===== src/rtl/bp_me_pkg.sv =====
// rtl/bp_me_pkg.sv - shared state type and index helper for the burst mem_cmd arbiter
package bp_me_pkg;

   typedef enum logic [0:0] {
      e_idle,
      e_data
   } bp_me_burst_arb_state_e;

   function automatic int next_idx(input int idx, input int n);
      return (idx + 1) % n;
   endfunction

endpackage


===== src/rtl/bp_me_burst_mem_cmd_arb_if.sv =====
// rtl/bp_me_burst_mem_cmd_arb_if.sv - requester-side and CCE-MEM-side mem_cmd bus bundle
interface bp_me_burst_mem_cmd_arb_if #(
   parameter int num_req_p      = 2,
   parameter int header_width_p = 128,
   parameter int data_width_p   = 64,
   parameter int max_beats_p    = 8
) ();
   localparam int lg_beats_lp = $clog2(max_beats_p + 1);

   logic [num_req_p*header_width_p-1:0] req_header_i;
   logic [num_req_p*lg_beats_lp-1:0]    req_header_beats_i;
   logic [num_req_p-1:0]                req_header_v_i;
   logic [num_req_p-1:0]                req_header_ready_o;
   logic [num_req_p*data_width_p-1:0]   req_data_i;
   logic [num_req_p-1:0]                req_data_v_i;
   logic [num_req_p-1:0]                req_data_ready_o;

   logic [header_width_p-1:0]           mem_cmd_header_o;
   logic                                mem_cmd_header_v_o;
   logic                                mem_cmd_header_ready_i;
   logic [data_width_p-1:0]             mem_cmd_data_o;
   logic                                mem_cmd_data_v_o;
   logic                                mem_cmd_data_ready_i;

   modport slave (
      input  req_header_i, req_header_beats_i, req_header_v_i,
      output req_header_ready_o,
      input  req_data_i, req_data_v_i,
      output req_data_ready_o,
      output mem_cmd_header_o, mem_cmd_header_v_o,
      input  mem_cmd_header_ready_i,
      output mem_cmd_data_o, mem_cmd_data_v_o,
      input  mem_cmd_data_ready_i
   );

   modport master (
      output req_header_i, req_header_beats_i, req_header_v_i,
      input  req_header_ready_o,
      output req_data_i, req_data_v_i,
      input  req_data_ready_o,
      input  mem_cmd_header_o, mem_cmd_header_v_o,
      output mem_cmd_header_ready_i,
      input  mem_cmd_data_o, mem_cmd_data_v_o,
      output mem_cmd_data_ready_i
   );
endinterface


===== src/rtl/bp_me_burst_rr_arb.sv =====
// rtl/bp_me_burst_rr_arb.sv - round-robin grant (fixed priority under BP_ME_BURST_ARB_FIXED_PRIO_EN)
module bp_me_burst_rr_arb #(
   parameter  int num_req_p   = 2,
   localparam int id_width_lp = $clog2(num_req_p)
) (
   input  logic [num_req_p-1:0]   v_i,
   input  logic [id_width_lp-1:0] rr_ptr_i,
   output logic [num_req_p-1:0]   grant_oh_o,
   output logic [id_width_lp-1:0] grant_id_o,
   output logic                   grant_v_o
);
   logic [2*num_req_p-1:0] dbl;
   logic [num_req_p-1:0]   rot;
   int                     base;
   int                     sum;

`ifdef BP_ME_BURST_ARB_FIXED_PRIO_EN
   logic unused_ptr;
   assign unused_ptr = ^rr_ptr_i;
   assign dbl  = {v_i, v_i};
   assign rot  = v_i;
   assign base = 0;
`else
   // Rotate so bit 0 of rot is the requester rr_ptr points at; wrap comes from the doubled copy.
   assign dbl  = {v_i, v_i} >> rr_ptr_i;
   assign rot  = dbl[num_req_p-1:0];
   assign base = int'(rr_ptr_i);
`endif

   always_comb begin
      grant_id_o = '0;
      grant_v_o  = 1'b0;
      sum        = 0;
      for (int j = 0; j < num_req_p; j++) begin
         if (!grant_v_o && rot[j]) begin
            grant_v_o = 1'b1;
            sum       = base + j;
            if (sum >= num_req_p) sum = sum - num_req_p;
            grant_id_o = id_width_lp'(sum);
         end
      end
   end

   always_comb begin
      grant_oh_o = '0;
      for (int k = 0; k < num_req_p; k++)
         grant_oh_o[k] = grant_v_o && (grant_id_o == id_width_lp'(k));
   end
endmodule


===== src/rtl/bp_me_burst_mem_cmd_arb.sv =====
// rtl/bp_me_burst_mem_cmd_arb.sv - per-message locked mem_cmd arbiter; BP_ME_BURST_ARB_FIXED_PRIO_EN selects fixed priority
module bp_me_burst_mem_cmd_arb
   import bp_me_pkg::*;
#(
   parameter  int num_req_p      = 2,
   parameter  int header_width_p = 128,
   parameter  int data_width_p   = 64,
   parameter  int max_beats_p    = 8,
   localparam int lg_beats_lp    = $clog2(max_beats_p + 1),
   localparam int id_width_lp    = $clog2(num_req_p)
) (
   input  logic                         clk_i,
   input  logic                         reset_n_i,
   bp_me_burst_mem_cmd_arb_if.slave     cmd_io,
   output logic [id_width_lp-1:0]       grant_id_o
);
   bp_me_burst_arb_state_e   state_q, state_d;
   logic [id_width_lp-1:0]   rr_ptr_q, rr_ptr_d, lock_id_q, lock_id_d;
   logic [lg_beats_lp-1:0]   beat_cnt_q, beat_cnt_d, hdr_beats;
   logic [id_width_lp-1:0]   grant_id, ptr_after_hdr, ptr_after_data;
   logic [num_req_p-1:0]     grant_oh, hdr_rdy, data_rdy;
   logic                     grant_v, hdr_v, data_v, hdr_fire, data_v_mux;
   logic [header_width_p-1:0] hdr_mux;
   logic [data_width_p-1:0]  data_mux;

   bp_me_burst_rr_arb #(.num_req_p(num_req_p)) u_arb (
      .v_i        (cmd_io.req_header_v_i),
      .rr_ptr_i   (rr_ptr_q),
      .grant_oh_o (grant_oh),
      .grant_id_o (grant_id),
      .grant_v_o  (grant_v)
   );

`ifdef BP_ME_BURST_ARB_FIXED_PRIO_EN
   assign ptr_after_hdr  = '0;
   assign ptr_after_data = '0;
`else
   assign ptr_after_hdr  = id_width_lp'(next_idx(int'(grant_id), num_req_p));
   assign ptr_after_data = id_width_lp'(next_idx(int'(lock_id_q), num_req_p));
`endif

   always_comb begin
      hdr_mux    = '0;
      hdr_beats  = '0;
      data_mux   = '0;
      data_v_mux = 1'b0;
      for (int i = 0; i < num_req_p; i++) begin
         if (grant_id == id_width_lp'(i)) begin
            hdr_mux   = cmd_io.req_header_i[i*header_width_p +: header_width_p];
            hdr_beats = cmd_io.req_header_beats_i[i*lg_beats_lp +: lg_beats_lp];
         end
         if (lock_id_q == id_width_lp'(i)) begin
            data_mux   = cmd_io.req_data_i[i*data_width_p +: data_width_p];
            data_v_mux = cmd_io.req_data_v_i[i];
         end
      end
   end

   always_comb begin
      state_d    = state_q;
      rr_ptr_d   = rr_ptr_q;
      lock_id_d  = lock_id_q;
      beat_cnt_d = beat_cnt_q;
      hdr_v      = 1'b0;
      data_v     = 1'b0;
      hdr_rdy    = '0;
      data_rdy   = '0;
      hdr_fire   = 1'b0;
      case (state_q)
         e_idle: begin
            hdr_v    = grant_v;
            hdr_rdy  = grant_oh & {num_req_p{cmd_io.mem_cmd_header_ready_i}};
            hdr_fire = grant_v & cmd_io.mem_cmd_header_ready_i;
            if (hdr_fire) begin
               if (hdr_beats == '0) begin
                  rr_ptr_d = ptr_after_hdr;
               end else begin
                  lock_id_d  = grant_id;
                  beat_cnt_d = hdr_beats;
                  state_d    = e_data;
               end
            end
         end
         e_data: begin
            data_v = data_v_mux;
            for (int i = 0; i < num_req_p; i++)
               data_rdy[i] = (lock_id_q == id_width_lp'(i)) & cmd_io.mem_cmd_data_ready_i;
            if (data_v_mux && cmd_io.mem_cmd_data_ready_i) begin
               beat_cnt_d = beat_cnt_q - lg_beats_lp'(1);
               if (beat_cnt_q == lg_beats_lp'(1)) begin
                  state_d  = e_idle;
                  rr_ptr_d = ptr_after_data;
               end
            end
         end
         default: state_d = e_idle;
      endcase
   end

   always_ff @(posedge clk_i or negedge reset_n_i) begin
      if (!reset_n_i) begin
         state_q    <= e_idle;
         rr_ptr_q   <= '0;
         lock_id_q  <= '0;
         beat_cnt_q <= '0;
      end else begin
         state_q    <= state_d;
         rr_ptr_q   <= rr_ptr_d;
         lock_id_q  <= lock_id_d;
         beat_cnt_q <= beat_cnt_d;
      end
   end

   // Handshake outputs are combinational from requester inputs, so reset must mask them directly.
   assign cmd_io.mem_cmd_header_o   = hdr_mux;
   assign cmd_io.mem_cmd_header_v_o = hdr_v & reset_n_i;
   assign cmd_io.req_header_ready_o = hdr_rdy & {num_req_p{reset_n_i}};
   assign cmd_io.mem_cmd_data_o     = data_mux;
   assign cmd_io.mem_cmd_data_v_o   = data_v & reset_n_i;
   assign cmd_io.req_data_ready_o   = data_rdy & {num_req_p{reset_n_i}};
   assign grant_id_o = (state_q == e_data) ? lock_id_q : grant_id;

   hdr_beats_legal_a: assert property (@(posedge clk_i) disable iff (!reset_n_i)
      hdr_fire |-> (hdr_beats <= lg_beats_lp'(max_beats_p)));
endmodule


===== src/flat_wrapper.sv =====
// flat-port wrapper written by rule: the top's interface ports become plain ports
module bp_me_burst_mem_cmd_arb_flat import bp_me_pkg::*;
#(
   parameter  int num_req_p      = 2,
   parameter  int header_width_p = 128,
   parameter  int data_width_p   = 64,
   parameter  int max_beats_p    = 8,
   localparam int lg_beats_lp    = $clog2(max_beats_p + 1),
   localparam int id_width_lp    = $clog2(num_req_p)
)
  (clk_i, reset_n_i, grant_id_o, cmd_io_req_header_i, cmd_io_req_header_beats_i, cmd_io_req_header_v_i, cmd_io_req_header_ready_o, cmd_io_req_data_i, cmd_io_req_data_v_i, cmd_io_req_data_ready_o, cmd_io_mem_cmd_header_o, cmd_io_mem_cmd_header_v_o, cmd_io_mem_cmd_header_ready_i, cmd_io_mem_cmd_data_o, cmd_io_mem_cmd_data_v_o, cmd_io_mem_cmd_data_ready_i);
  bp_me_burst_mem_cmd_arb_if #(.num_req_p(num_req_p), .header_width_p(header_width_p), .data_width_p(data_width_p), .max_beats_p(max_beats_p)) cmd_io_i ();
  input  logic clk_i;
  input  logic reset_n_i;
  output logic [id_width_lp-1:0] grant_id_o;
  input wire logic [$bits(cmd_io_i.req_header_i)-1:0] cmd_io_req_header_i;
  input wire logic [$bits(cmd_io_i.req_header_beats_i)-1:0] cmd_io_req_header_beats_i;
  input wire logic [$bits(cmd_io_i.req_header_v_i)-1:0] cmd_io_req_header_v_i;
  output wire logic [$bits(cmd_io_i.req_header_ready_o)-1:0] cmd_io_req_header_ready_o;
  input wire logic [$bits(cmd_io_i.req_data_i)-1:0] cmd_io_req_data_i;
  input wire logic [$bits(cmd_io_i.req_data_v_i)-1:0] cmd_io_req_data_v_i;
  output wire logic [$bits(cmd_io_i.req_data_ready_o)-1:0] cmd_io_req_data_ready_o;
  output wire logic [$bits(cmd_io_i.mem_cmd_header_o)-1:0] cmd_io_mem_cmd_header_o;
  output wire logic [$bits(cmd_io_i.mem_cmd_header_v_o)-1:0] cmd_io_mem_cmd_header_v_o;
  input wire logic [$bits(cmd_io_i.mem_cmd_header_ready_i)-1:0] cmd_io_mem_cmd_header_ready_i;
  output wire logic [$bits(cmd_io_i.mem_cmd_data_o)-1:0] cmd_io_mem_cmd_data_o;
  output wire logic [$bits(cmd_io_i.mem_cmd_data_v_o)-1:0] cmd_io_mem_cmd_data_v_o;
  input wire logic [$bits(cmd_io_i.mem_cmd_data_ready_i)-1:0] cmd_io_mem_cmd_data_ready_i;
  assign cmd_io_i.req_header_i = cmd_io_req_header_i;
  assign cmd_io_i.req_header_beats_i = cmd_io_req_header_beats_i;
  assign cmd_io_i.req_header_v_i = cmd_io_req_header_v_i;
  assign cmd_io_req_header_ready_o = cmd_io_i.req_header_ready_o;
  assign cmd_io_i.req_data_i = cmd_io_req_data_i;
  assign cmd_io_i.req_data_v_i = cmd_io_req_data_v_i;
  assign cmd_io_req_data_ready_o = cmd_io_i.req_data_ready_o;
  assign cmd_io_mem_cmd_header_o = cmd_io_i.mem_cmd_header_o;
  assign cmd_io_mem_cmd_header_v_o = cmd_io_i.mem_cmd_header_v_o;
  assign cmd_io_i.mem_cmd_header_ready_i = cmd_io_mem_cmd_header_ready_i;
  assign cmd_io_mem_cmd_data_o = cmd_io_i.mem_cmd_data_o;
  assign cmd_io_mem_cmd_data_v_o = cmd_io_i.mem_cmd_data_v_o;
  assign cmd_io_i.mem_cmd_data_ready_i = cmd_io_mem_cmd_data_ready_i;
  bp_me_burst_mem_cmd_arb #(.num_req_p(num_req_p), .header_width_p(header_width_p), .data_width_p(data_width_p), .max_beats_p(max_beats_p)) u_core (.clk_i(clk_i), .reset_n_i(reset_n_i), .cmd_io(cmd_io_i), .grant_id_o(grant_id_o));
endmodule

===== config.mk =====
export PLATFORM = sky130hd
export DESIGN_NAME = bp_me_burst_mem_cmd_arb_flat
export DESIGN_NICKNAME = d
export VERILOG_FILES = /design/src/rtl/bp_me_pkg.sv /design/src/rtl/bp_me_burst_mem_cmd_arb_if.sv /design/src/rtl/bp_me_burst_rr_arb.sv /design/src/rtl/bp_me_burst_mem_cmd_arb.sv /design/src/flat_wrapper.sv
export SDC_FILE = /design/constraint.sdc
export NUM_CORES = 1
export LEC_CHECK = 0
export CAP_MARGIN = 25
export CORE_AREA = 2 2 236 238
export CTS_CLUSTER_DIAMETER = 100
export DETAILED_ROUTE_END_ITERATION = 7
export DIE_AREA = 0 0 238 240
export SLEW_MARGIN = 20
export SYNTH_ARGS = -nofsm -noshare
export SYNTH_HDL_FRONTEND = slang
export SYNTH_HIERARCHICAL = 1
export SYNTH_SLANG_ARGS = --single-unit

===== constraint.sdc =====
create_clock -name clk_i -period 2.9 [get_ports clk_i]
set_input_delay 0.29 -clock clk_i [delete_from_list [all_inputs] [get_ports clk_i]]
set_output_delay 0.29 -clock clk_i [all_outputs]
set_load 0.01 [all_outputs]

==> flow_metrics.env <==
export IMPL_core_rowCount=86
export IMPL_final_common_cell="clkdlybuf4s50_1"
export IMPL_via_count=4848
export IMPL_cp_max_fo=69
export IMPL_synth_nets=687
export IMPL_drtPass1Iterations=4
export IMPL_max_slew_margin_rel=0.446
export IMPL_grt_max_degree=70
export IMPL_die_h_microns=240
export IMPL_gr_total_overflow=0
export IMPL_finalCriticalPeriod_ns=2.67
export IMPL_layout_common_cells="598 x clkdlybuf4s50_1, 194 x mux2_2, 14 x buf_4"
export IMPL_post_cts_buffers=0
export IMPL_port_buffers=598
export IMPL_clock_path_buffers=2
export IMPL_drive_above_1_share=0.255
export IMPL_min_path_type="input port to asynchronous set/reset pin"
export IMPL_period_share=0.921
export IMPL_grtUsageTotal=0.0789
export IMPL_synth_seq_cells=7
export IMPL_area_growth_syn_to_layout_pct=242
export IMPL_synth_area_per_cell_sq_um=10.2
export IMPL_yosys_warnings=6
export IMPL_wire_per_inst_microns=16.1
export IMPL_r2r_slack_ns=0.68
export IMPL_drt_iter0_markers=176
export IMPL_power_uw=3860
export IMPL_fmax_mhz=375
export IMPL_wl_microns=25600
export IMPL_hpwl_microns=23100
export IMPL_cts_sinks=7
export IMPL_drc=0
export IMPL_design_core_area_sq_um=54700
export IMPL_nets=1283
export IMPL_leakage_uw=0.00349
export IMPL_maxSlewViolCount=0
export IMPL_grt_pass1_wl_microns=33000
export IMPL_cts_resized=0
export IMPL_die_width_microns=238
export IMPL_crit_type="input port to output pin"
export IMPL_status="finished clean"
export IMPL_final_hold_viol_count=0
export IMPL_netlist_area_leader_share=0.752
export IMPL_rsz0062_at_grt="no"
export IMPL_netlist_area_sq_um=2900
export IMPL_peakVddDrop_mv=0.227
export IMPL_gp_congestion=0.868
export IMPL_cts_made_buffers=3
export IMPL_synthCells=285
export IMPL_clock_latency_ns=0.23
export IMPL_final_setup_tns_ns=0
export IMPL_power_density_nw_per_um2=389
export IMPL_io_pins=599
export IMPL_cts_tree="done"
export IMPL_final_area_sq_um=9920
export IMPL_vias_per_cell=3.05
export IMPL_root_buffer="clkbuf_16"
export IMPL_critPathCaptureType="output pin"
export IMPL_synthDistinctLibCells=33
export IMPL_antenna_found_initial=5
export IMPL_ant_nets=0
export IMPL_dieArea_sq_um=57100
export IMPL_setup_violations=0
export IMPL_crit_arrival_ns=2.38
export IMPL_cap_viol_max_count=0
export IMPL_start_util=0.0531
export IMPL_fin_util=0.181
export IMPL_synth_top_cells_by_area="mux2_2 75%, dfrtp_1 6.0%, buf_2 3.3%"
export IMPL_postPlaceCellArea_sq_um=9830
export IMPL_path_clk_slew_ns=0.04
export IMPL_synth_top_area_cell="mux2_2"
export IMPL_grt_pass1_vias=5133
export IMPL_synth_seq_area_share=0.0603
export IMPL_required_ns=2.61
export IMPL_critPathLaunchType="input port"
export IMPL_cts_hold_fix_buffers=0
export IMPL_clock_skew_final_ns=0.00108
export IMPL_tightest_slew_ns=0.823
export IMPL_h_tree_depth=1
## power by group
group / internal, uW / switching (uW)
clock network: 183 / 56.3
registers: 145 / 138
logic: 2140 / 1200
total: 2470 / 1400
## flip-flops by register name, indices dropped and copies added (netlist names)
register / flops
u_core/lock_id_q: 1
u_core/beat_cnt_q: 4
u_core/state_q: 1
u_core/rr_ptr_q: 1
## per-layer routing
layer / up-vias / GRT usage / wire, microns
met3: 20 / 0.0170 / 2420
met2: 394 / 0.139 / 12300
li1: 2280 / - / -
met1: 2154 / 0.0942 / 10100
met5: - / 0 / 0
met4: 0 / 0.0280 / 809
## cell usage after synthesis
master     instances
dfrtp_1            7
a31o_2             1
nand2_1            3
clkbuf_1           5
nand4bb_1          1
a22oi_4            1
or4_4              2
o211a_1            1
nand3_1            1
mux2i_1            3
or3b_1             1
nor2b_1            1
o221a_1            1
and3_1             2
a21boi_0           3
nor3_1             4
inv_1              4
buf_2             19
nor4_1             2
o21ai_0            8
nor3b_1            1
and4b_1            3
or2_1              1
mux2_2           194
nand2_4            1
ha_1               2
a22oi_1            1
and4bb_2           1
o22a_2             2
nand3b_1           1
a21oi_1            1
and2_1             1
nor2_1             6
## per-stage QoR
step	instances	hold slack, ns	setup WS (ns)
after floorplan	285	-0.00559	1.00
after global placement	1580	0.572	0.261
after detailed placement	1580	0.597	0.242
after CTS	1584	0.370	0.231
after global routing	1587	0.407	0.129
final	1587	0.371	0.230
## area by class of cell
type	instances	area, sq um
fill	5981	44700
timing repair buffer	615	6150
multi-input combinational	250	2610
tap	704	881
sequential	7	176
clock buffer	4	78.8
inverter	4	15.0
antenna	3	7.51
## worst paths after layout
kind | start | endpoint | depth (start not counted)
min in group clk_i | u_core/beat_cnt_q[1]$_DFFE_PN0P_ | u_core/beat_cnt_q[1]$_DFFE_PN0P_ | 2
max in group asynchronous | reset_n_i | u_core/lock_id_q$_DFFE_PN0P_ | 2
max reg2reg | u_core/rr_ptr_q$_DFFE_PN0P_ | u_core/beat_cnt_q[3]$_DFFE_PN0P_ | 9
min | reset_n_i | u_core/beat_cnt_q[3]$_DFFE_PN0P_ | 2
max | cmd_io_req_header_v_i[1] | cmd_io_mem_cmd_header_o[119] | 5
min reg2reg | u_core/beat_cnt_q[1]$_DFFE_PN0P_ | u_core/beat_cnt_q[1]$_DFFE_PN0P_ | 2
## kinds of logic after synthesis
| family | count (synthesis) | synth area share |
|---|---|---|
| muxes | 197 | 0.763 |
| DFF | 7 | 0.0603 |
| adders and majority gates | 2 | 0.00862 |
| and+or+nand+nor | 32 | 0.0737 |
| buffers and inverters | 28 | 0.0444 |
| AOI/OAI and AO/OA | 19 | 0.0504 |
## critical path, stage by stage
cell	delay, ns
clkdlybuf4s50_1	0.51
a21boi_4	0.26
buf_12	0.32
mux2_2	0.43
clkdlybuf4s50_1	0.49
Note: power is estimated with default switching activity, not from simulation.
